### src/rtl/seq_rd_pkg.sv
`default_nettype none
// ============================================================================
//  Module      : seq_rd_pkg
//  Description : Shared types and helpers for the sequential memory burst
//                reader: FSM state encoding, skid FIFO depth and the request
//                length clamp.
//  Revision    : 1.0 - initial release
// ============================================================================
package seq_rd_pkg;

    // Burst engine states, explicitly 2 bits wide
    typedef enum logic [1:0] {
        IDLE  = 2'd0,
        ISSUE = 2'd1,
        DRAIN = 2'd2,
        DONE  = 2'd3
    } rd_state_e;

    // Three entries cover the one-cycle read latency plus two words of slack
    localparam int RD_FIFO_DEPTH = 3;

    // Limit a requested length to the number of words in the memory
    function automatic int unsigned clamp_len(input int unsigned len,
                                              input int unsigned max_len);
        return (len > max_len) ? max_len : len;
    endfunction

endpackage
`default_nettype wire

### src/rtl/seq_rd_skid_fifo.sv
`default_nettype none
// ============================================================================
//  Module      : seq_rd_skid_fifo
//  Description : Small circular FIFO that catches read data returning from a
//                one-cycle-latency memory while the consumer stalls. The head
//                entry is presented combinationally on pop_data.
//  Revision    : 1.0 - initial release
// ============================================================================
module seq_rd_skid_fifo #(
    parameter int DATA_W = 8,
    parameter int DEPTH  = 3,
    parameter int CNT_W  = $clog2(DEPTH + 1)
) (
    input  logic              clk,
    input  logic              rst,
    input  logic              push,
    input  logic [DATA_W-1:0] push_data,
    input  logic              pop,
    output logic [DATA_W-1:0] pop_data,
    output logic [CNT_W-1:0]  count,
    output logic              empty
);

    localparam int c_PTR_W = (DEPTH > 1) ? $clog2(DEPTH) : 1;

    logic [DATA_W-1:0]  r_mem [DEPTH];
    logic [c_PTR_W-1:0] r_wr_ptr;
    logic [c_PTR_W-1:0] r_rd_ptr;
    logic [CNT_W-1:0]   r_count;

    logic w_full;
    logic w_do_push;
    logic w_do_pop;

    // Pointers wrap explicitly because the depth need not be a power of two
    function automatic logic [c_PTR_W-1:0] next_ptr(input logic [c_PTR_W-1:0] p);
        return (p == c_PTR_W'(DEPTH - 1)) ? '0 : p + c_PTR_W'(1);
    endfunction

    assign empty    = (r_count == '0);
    assign w_full   = (r_count == CNT_W'(DEPTH));
    assign w_do_pop = pop && !empty;
    // A push into a full FIFO is only legal when the head leaves the same cycle
    assign w_do_push = push && (!w_full || w_do_pop);
    assign pop_data = r_mem[r_rd_ptr];
    assign count    = r_count;

    // Storage: cleared on reset so the head reads as zero afterwards
    always_ff @(posedge clk or posedge rst) begin
        if (rst) begin
            for (int i = 0; i < DEPTH; i++) begin
                r_mem[i] <= '0;
            end
        end else if (w_do_push) begin
            r_mem[r_wr_ptr] <= push_data;
        end
    end

    // Pointer and occupancy bookkeeping; push+pop together leaves count alone
    always_ff @(posedge clk or posedge rst) begin
        if (rst) begin
            r_wr_ptr <= '0;
            r_rd_ptr <= '0;
            r_count  <= '0;
        end else begin
            if (w_do_push) begin
                r_wr_ptr <= next_ptr(r_wr_ptr);
            end
            if (w_do_pop) begin
                r_rd_ptr <= next_ptr(r_rd_ptr);
            end
            case ({w_do_push, w_do_pop})
                2'b10:   r_count <= r_count + CNT_W'(1);
                2'b01:   r_count <= r_count - CNT_W'(1);
                default: r_count <= r_count;
            endcase
        end
    end

endmodule
`default_nettype wire

### src/rtl/seq_mem_burst_reader.sv
`default_nettype none
// ============================================================================
//  Module      : seq_mem_burst_reader
//  Description : Burst read engine for a synchronous-read memory. Accepts a
//                (start address, length) request, issues one read per cycle
//                under a credit limit and streams the returned words out on a
//                valid/ready interface through a small skid FIFO.
//  Revision    : 1.0 - initial release
// ============================================================================
module seq_mem_burst_reader
    import seq_rd_pkg::*;
#(
    parameter int ADDR_W = 4,
    parameter int DATA_W = 8,
    parameter int LEN_W  = ADDR_W + 1
) (
    input  logic              clk,
    input  logic              rst,
    input  logic              req_valid,
    output logic              req_ready,
    input  logic [ADDR_W-1:0] req_addr,
    input  logic [LEN_W-1:0]  req_len,
    output logic              rd_en,
    output logic [ADDR_W-1:0] rd_addr,
    input  logic [DATA_W-1:0] rd_data,
    output logic              out_valid,
    input  logic              out_ready,
    output logic [DATA_W-1:0] out_data,
    output logic              busy,
    output logic              done
);

    localparam int unsigned c_MAX_LEN = 2 ** ADDR_W;
    localparam int          c_CNT_W   = $clog2(RD_FIFO_DEPTH + 1);

    rd_state_e         r_state;
    rd_state_e         w_state_next;
    logic [ADDR_W-1:0] r_addr;
    logic [ADDR_W-1:0] r_rd_addr_hold;
    logic [LEN_W-1:0]  r_remain;
    logic              r_inflight;

    logic [LEN_W-1:0]   w_req_len_clamped;
    logic [c_CNT_W-1:0] w_count;
    logic [c_CNT_W:0]   w_outstanding;
    logic               w_empty;
    logic               w_pop;
    logic               w_credit;
    logic               w_issue;
    logic               w_accept;

    assign w_req_len_clamped = LEN_W'(clamp_len(32'(req_len), c_MAX_LEN));

    // Words owned by the engine: those queued plus the one returning now.
    // Depends only on registers, so out_ready never reaches rd_en.
    assign w_outstanding = (c_CNT_W + 1)'(w_count) + (c_CNT_W + 1)'(r_inflight);
    assign w_credit      = (w_outstanding < (c_CNT_W + 1)'(RD_FIFO_DEPTH));
    assign w_issue       = (r_state == ISSUE) && w_credit && (r_remain != '0);
    assign w_accept      = (r_state == IDLE) && req_valid;
    assign w_pop         = !w_empty && out_ready;

    // The address is driven live on an issue and otherwise holds the last one
    assign rd_addr   = w_issue ? r_addr : r_rd_addr_hold;
    assign out_valid = !w_empty;

    // Next-state and strobe outputs
    always_comb begin
        w_state_next = r_state;
        req_ready    = 1'b0;
        busy         = 1'b1;
        done         = 1'b0;
        rd_en        = w_issue;
        case (r_state)
            IDLE: begin
                req_ready = 1'b1;
                busy      = 1'b0;
                if (req_valid) begin
                    w_state_next = (w_req_len_clamped == '0) ? DONE : ISSUE;
                end
            end
            ISSUE: begin
                if (w_issue && (r_remain == LEN_W'(1))) begin
                    w_state_next = DRAIN;
                end
            end
            DRAIN: begin
                // Finish in the cycle the final word leaves so done follows
                // the last handshake directly
                if (!r_inflight &&
                    (w_empty || ((w_count == c_CNT_W'(1)) && w_pop))) begin
                    w_state_next = DONE;
                end
            end
            DONE: begin
                done         = 1'b1;
                w_state_next = IDLE;
            end
            default: begin
                w_state_next = IDLE;
            end
        endcase
    end

    // State register
    always_ff @(posedge clk or posedge rst) begin
        if (rst) begin
            r_state <= IDLE;
        end else begin
            r_state <= w_state_next;
        end
    end

    // Burst address/length tracking and the read-return marker
    always_ff @(posedge clk or posedge rst) begin
        if (rst) begin
            r_addr         <= '0;
            r_remain       <= '0;
            r_rd_addr_hold <= '0;
            r_inflight     <= 1'b0;
        end else begin
            r_inflight <= w_issue;
            if (w_accept) begin
                r_addr   <= req_addr;
                r_remain <= w_req_len_clamped;
            end else if (w_issue) begin
                r_addr         <= r_addr + ADDR_W'(1);
                r_remain       <= r_remain - LEN_W'(1);
                r_rd_addr_hold <= r_addr;
            end
        end
    end

    seq_rd_skid_fifo #(
        .DATA_W (DATA_W),
        .DEPTH  (RD_FIFO_DEPTH),
        .CNT_W  (c_CNT_W)
    ) u_fifo (
        .clk       (clk),
        .rst       (rst),
        .push      (r_inflight),
        .push_data (rd_data),
        .pop       (w_pop),
        .pop_data  (out_data),
        .count     (w_count),
        .empty     (w_empty)
    );

endmodule
`default_nettype wire

### config.mk
export PLATFORM = sky130hd
export DESIGN_NAME = seq_mem_burst_reader
export DESIGN_NICKNAME = d
export VERILOG_FILES = /design/src/rtl/seq_rd_pkg.sv /design/src/rtl/seq_rd_skid_fifo.sv /design/src/rtl/seq_mem_burst_reader.sv
export SDC_FILE = /design/constraint.sdc
export NUM_CORES = 1
export LEC_CHECK = 0
export ABC_AREA = 1
export CELL_PAD_IN_SITES_DETAIL_PLACEMENT = 1
export CELL_PAD_IN_SITES_GLOBAL_PLACEMENT = 1
export CORE_UTILIZATION = 40
export DETAILED_ROUTE_END_ITERATION = 8
export PLACE_DENSITY = 0.75
export SYNTH_ARGS = -nofsm -noshare
export SYNTH_HDL_FRONTEND = slang
export SYNTH_SLANG_ARGS = --single-unit
### constraint.sdc
create_clock -name clk -period 2.49 [get_ports clk]
set_clock_uncertainty 0.1 [all_clocks]
set_input_delay 0.249 -clock clk [delete_from_list [all_inputs] [get_ports clk]]
set_output_delay 0.249 -clock clk [all_outputs]
set_load 0.01 [all_outputs]
# Yosys cells after proc, flatten, opt, wreduce, memory -nomap -nowiden
# Index checks and enable logic that the tools add are counted.
# op_classes
n_addsub	7
n_lt_le_gt_ge	5
eq_ne	13
mux	23
bitwise_logic	2
reduce_logical	22
# ops
operator	n
bitwise mux 24 bit	1
two-way mux 8 bit	3
binary-select mux 8 bit (select 2 bit)	1
demux 8 bit (select 2 bit)	1
two-way mux 5 bit	3
equality test 2 bit (second input constant)	6
two-way mux 2 bit	6
two-way mux 4 bit	3
logical AND 1 bit	10
one-hot mux 2 bit (4 select lines)	1
adder 2 x 1 -> 2 bit (second input constant)	3
equality test 2 x 1 -> 1 bit (second input constant)	3
greater-or-equal comparator 3 bit (second input constant)	2
NOT 2 -> 3 bit	2
equality test 5 x 1 -> 1 bit (second input constant)	1
> comparator 5 bit (second input constant)	1
logical NOT 5 bit	1
nonzero test 5 bit	1
subtractor 5 x 1 -> 5 bit (second input constant)	1
adder 4 x 1 -> 4 bit (second input constant)	1
logical NOT 2 bit	2
inequality test 2 bit (second input constant)	2
one-hot mux 2 bit (2 select lines)	1
nonzero test 2 bit	2
9 further kinds	14
# word_totals
ff_bits	46
inputBits	21
out_inout_bits	17
elab_cells	83

# Depth between registers and ports, before layout
# logic_depth
word_depth	8
depth_mapped	11
ltp_nobuf	10

# By module
# From an unflattened synthesis, not the netlist that was laid out.
# unflattened
cells_unflattened	321
hier_area_um2	2504.9
# modules_own_cells
mod	n_inst	cells_each	area_each_um2	seq_area_each_um2
seq_rd_skid_fifo	1	179	1395.1	750.7
seq_mem_burst_reader	1	142	1109.8	400.4

# Worst setup path after synthesis
# OpenSTA, ideal clock, no wires.
# synth_timing
path_type	register to output
start	register u_fifo.r_count[0] (netlist: u_fifo.count[0])
end	output rd_addr[0]
t_arrival_ns	1.554
t_required_ns	2.141
path_slack_ns	0.587
stages_incl_launch_ff	9
n_path_buf	1
path_cell_list	dfrtp_1 ha_1 ha_1 nand2_1 inv_1 nor2_1 nand2_1 buf_4 o21ai_0
# synth_via
elab_chain_len	5
# synth_lines
element	line_no	source
from (decl)	seq_rd_skid_fifo.sv:29	logic [CNT_W-1:0] r_count;
from (signal assigned)	seq_rd_skid_fifo.sv:73	2'b10: r_count <= r_count + CNT_W'(1);
from (signal assigned)	seq_rd_skid_fifo.sv:74	2'b01: r_count <= r_count - CNT_W'(1);
from (signal assigned)	seq_rd_skid_fifo.sv:75	default: r_count <= r_count;
adder 2 x 1 -> 3 bit	seq_mem_burst_reader.sv:56	assign w_outstanding = (c_CNT_W + 1)'(w_count) + (c_CNT_W + 1)'(r_inflight);
less-than comparator 3 x 2 -> 1 bit	seq_mem_burst_reader.sv:57	assign w_credit = (w_outstanding < (c_CNT_W + 1)'(RD_FIFO_DEPTH));
logical AND 1 bit (2 in a row)	seq_mem_burst_reader.sv:58	assign w_issue = (r_state == ISSUE) && w_credit && (r_remain != '0);
two-way mux 4 bit	n/a	
to (decl)	seq_mem_burst_reader.sv:24	output logic [ADDR_W-1:0] rd_addr,
# Every way passes these cells.

# Worst setup path in the final report
# layout_timing
start	register r_inflight
end	output rd_en
# layout_via
elab_chain_len	4
# layout_lines
element	line_no	source
from (decl)	seq_mem_burst_reader.sv:41	logic r_inflight;
from (signal assigned)	seq_mem_burst_reader.sv:121	r_inflight <= w_issue;
adder 2 x 1 -> 3 bit	seq_mem_burst_reader.sv:56	
less-than comparator 3 x 2 -> 1 bit	seq_mem_burst_reader.sv:57	
logical AND 1 bit (2 in a row)	seq_mem_burst_reader.sv:58	
to (decl)	seq_mem_burst_reader.sv:23	output logic rd_en,
# Every way passes these cells.

==> summary.md <==
| Metric | Value |
|---|---|
| CP Cell Sequence | ha_1 > ha_1 > nand2_1 > inv_1 > nor2_4 > nand2_4 > buf_4 > inv_2 > dlygate4sd2_1 |
| Core Box Area | about 0.006 mm2 |
| Slew @ Worst Pin | 0.774 ns |
| Reg power frac | between 30% and 40% |
| Worst Path Max Fanout | 5 |
| Switching Share | 43.4% |
| CTS clock-pin slew for the worst setup and hold paths | 0.09 ns |
| Row count | 28 |
| Synth Register Bits | 46 |
| Fin. Hold Viols | 0 |
| First-pass DRT Iterations | 4 |
| Int Pwr | between 2 and 2.5 mW |
| Mapped cell area | roughly 0.0025 mm2 |
| Comb power frac | a little under three fifths |
| Port bufs | 37 |
| TNS Setup | 0 ns |
| Status | complete, no violations |
| Total of max-cap violations | 0 |
| GRT Overall Usage | 19.9% |
| Slowest cell on the critical path | dfrtp_1 |
| P_sw | about 1.8 mW |
| IO Pins | 38 |
| Final ANT Viol Nets | 0 |
| Slew Viols, Final | 0 |
| Initial DRC count | about 70 |
| Class of the worst hold path | in2async |
| Synth async-reset ratio | between 90% and 100% |
| NumNets Final | between 300 and 400 |
| Yosys top cell by area | dfrtp_1 |
| Top cells by count, synth | 97 x nand2_1, 46 x dfrtp_1, 36 x inv_1 |
| Max_slew headroom | 48.1% |
| Unique cell type count in the Yosys netlist | 26 |
| Grt total ovfl | 0 |
| Skew-Pair Late Insertion Delay | ~0.30 ns |
| Power per cell area | about 1300 mW/mm2 |
| Fin cells | 427 |
| Main synth FF type | dfrtp_1 |
| RSZ-0062 raised after global routing | false |
| TritonCTS clock tree | built |
| Post-synth EDFFs | 0 |
| Antenna Cells | 0 |
| Clock Sinks | 46 |
| Initial antenna violation count | 0 |
| # placed instances | between 400 and 500 |
| Via count | between 2000 and 2500 |
| DIE HEIGHT | about 81 um |
| Routed wire length | around 5.9 mm |
| Num CTS Buffers | 5 |
| Die ar. | 0.00662 mm2 |
| Max Freq | ~420 MHz |
| Clock group share of total power | a little under an eighth |
| Die W | 81.4 um |
| Root Buffer | clkbuf_8 |
| Area growth syn-to-layout | 24.1% |
| Synth top area cells | dfrtp_1 46%, nand2_1 14%, ha_1 7.0% |
| Gp weighted congestion | ~0.75 |
| Buf+Inv Stages, Crit Path | 4 |
| Worst Setup Path Type | reg2out |
| Largest net degree at the start of global routing | 29 |
| Postcts setup bufs | 0 |
| Deepest clock path buffer count | 2 |
| Final Critical Period | approximately 2.4 ns |
| Fin crit share | 95.7% |
| Most Frequent Cell on Critical Path | ha_1 |
| Synth Net Count | 337 |
| Required time worst endpoint | approximately 2.1 ns |
| Sequential area share after synthesis | between 40 and 50% |
| YS warnings | 0 |
| Worst Setup End Kind | primary output |
| Setup Viol. Count Final | 0 |
| Post-synthesis average cell area | roughly 8.3 um2 |
| Hold_buf cts | 0 |
| CTS H-tree lvls | 2 |
| First-pass GRT wire length | 9.84 mm |
| Cells after Synth | 302 |
| CP startpoint kind | flip-flop |
| Wire length per cell | ~14 um |
| Worst IR Drop VDD | about 0.64 mV |
| Internal reg-to-reg setup slack | 0.36 ns |
| Synth top area share | approximately 46% |
| CP top delay family | buffers and inverters |
| Post-DP HPWL | approximately 4.5 mm |
| Count leader, synth | nand2_1 |
| Vias/cell | 4.96 |
| Vias in the first global route | 2088 |
| Initial Utilization | 42.0% |
| DRC | 0 |
| Slowest cell delay on critical path | between 0.3 and 0.4 ns |
| Leak Pwr | ~1.5 nW |
| Share of post-route cells with drive strength above 1 | ~14% |
| Arr. time, crit path | slightly above 2 ns |
## timing repair
action | 4_1_cts | 5_1_grt
endpoints found under the hold margin | 0 | 0
pin swaps | 1 | 0
gates cloned | 1 | 0
setup endpoints to repair | 5 | 2
gates resized for setup | 9 | 1
## metrics by stage
step | util (%) | total power, mW | setup WS, ns | hold WS [ns] | cell area (um2)
3_5_place_dp | 50.4 | 3.59 | 0.0682 | 0.370 | 3020
2_1_floorplan | - | 2.71 | 0.587 | 0.331 | 2520
4_1_cts | 52.2 | 4.10 | 0.0775 | 0.219 | 3120
3_3_place_gp | 50.4 | 3.46 | 0.120 | 0.365 | 3020
5_1_grt | 52.2 | 4.42 | 0.0106 | 0.257 | 3130
6_report | 52.2 | 4.04 | 0.108 | 0.207 | 3130
## path summary, 6_finish.rpt
kind	from	to	cells past startpoint
setup / recovery	r_inflight$_DFF_PP0_	rd_en	9
hold / removal	rst	r_state[1]$_DFFE_PP0P_	2
setup reg to reg	r_inflight$_DFF_PP0_	r_addr[0]$_DFFE_PP0P_	11
hold reg to reg	u_fifo.r_mem[22]$_DFFE_PP0P_	u_fifo.r_mem[22]$_DFFE_PP0P_	2
max in group asynchronous	rst	u_fifo.r_mem[0]$_DFFE_PP0P_	3
min in group clk	u_fifo.r_mem[22]$_DFFE_PP0P_	u_fifo.r_mem[22]$_DFFE_PP0P_	2
## power groups by stage
stage                     combinational [mW]  clock [mW]  sequential, mW
after floorplan                         1.44           0            1.28
after global placement                  2.15           0            1.31
after detailed placement                2.26           0            1.33
after CTS                               2.28       0.499            1.32
after global routing                    2.54       0.527            1.36
final                                   2.24       0.482            1.31
## logic make-up after synthesis
logic type / count (synthesis) / share of synthesized area [%]
simple gates: 141 / 24.6
compound gates: 55 / 14.4
flops: 46 / 45.7
buf+inv: 44 / 7.65
fa+ha+maj: 14 / 6.95
xor+xnor: 2 / 0.696
## routing by layer
metal	wire length [um]	GRT usage, %
met5	0	0
met4	98	6.25
met3	147	3.37
met2	3090	36.4
met1	2580	23.4
## cell type report
cell class / count / area (um2)
inverter: 39 / 146
sequential: 46 / 1150
fill: 729 / 2860
tap: 75 / 93.8
clock inverter: 2 / 12.5
clock buffer: 6 / 82.6
timing repair buffer: 46 / 444
multi-input combinational: 213 / 1200
## flip-flops by register name (all words and copies together) (netlist names)
signal	cells
u_fifo.r_mem	24
r_remain	5
r_addr	4
r_rd_addr_hold	4
r_state	2
u_fifo.count	2
u_fifo.r_rd_ptr	2
u_fifo.r_wr_ptr	2
r_inflight	1
## placed cells by master, fill, tap and decap left out, types with 2 or more instances in the layout
cell type        synthesis  final
nand2_1                 97     96
dfrtp_1                 46     46
inv_1                   36     35
clkdlybuf4s50_1          0     32
o21ai_0                 24     24
nand3_1                 20     20
o21ai_2                 18     18
ha_1                    14     14
nor2_1                  13     12
buf_4                    1      8
o21ai_1                  6      6
clkbuf_8                 0      6
dlygate4sd2_1            0      5
nand2_2                  3      4
nand3_4                  3      3
a21oi_1                  3      3
inv_2                    2      2
nand2_4                  1      2
clkinv_1                 1      2
xnor2_1                  2      2
or2_2                    2      2
(Power assumes the default switching activity.)
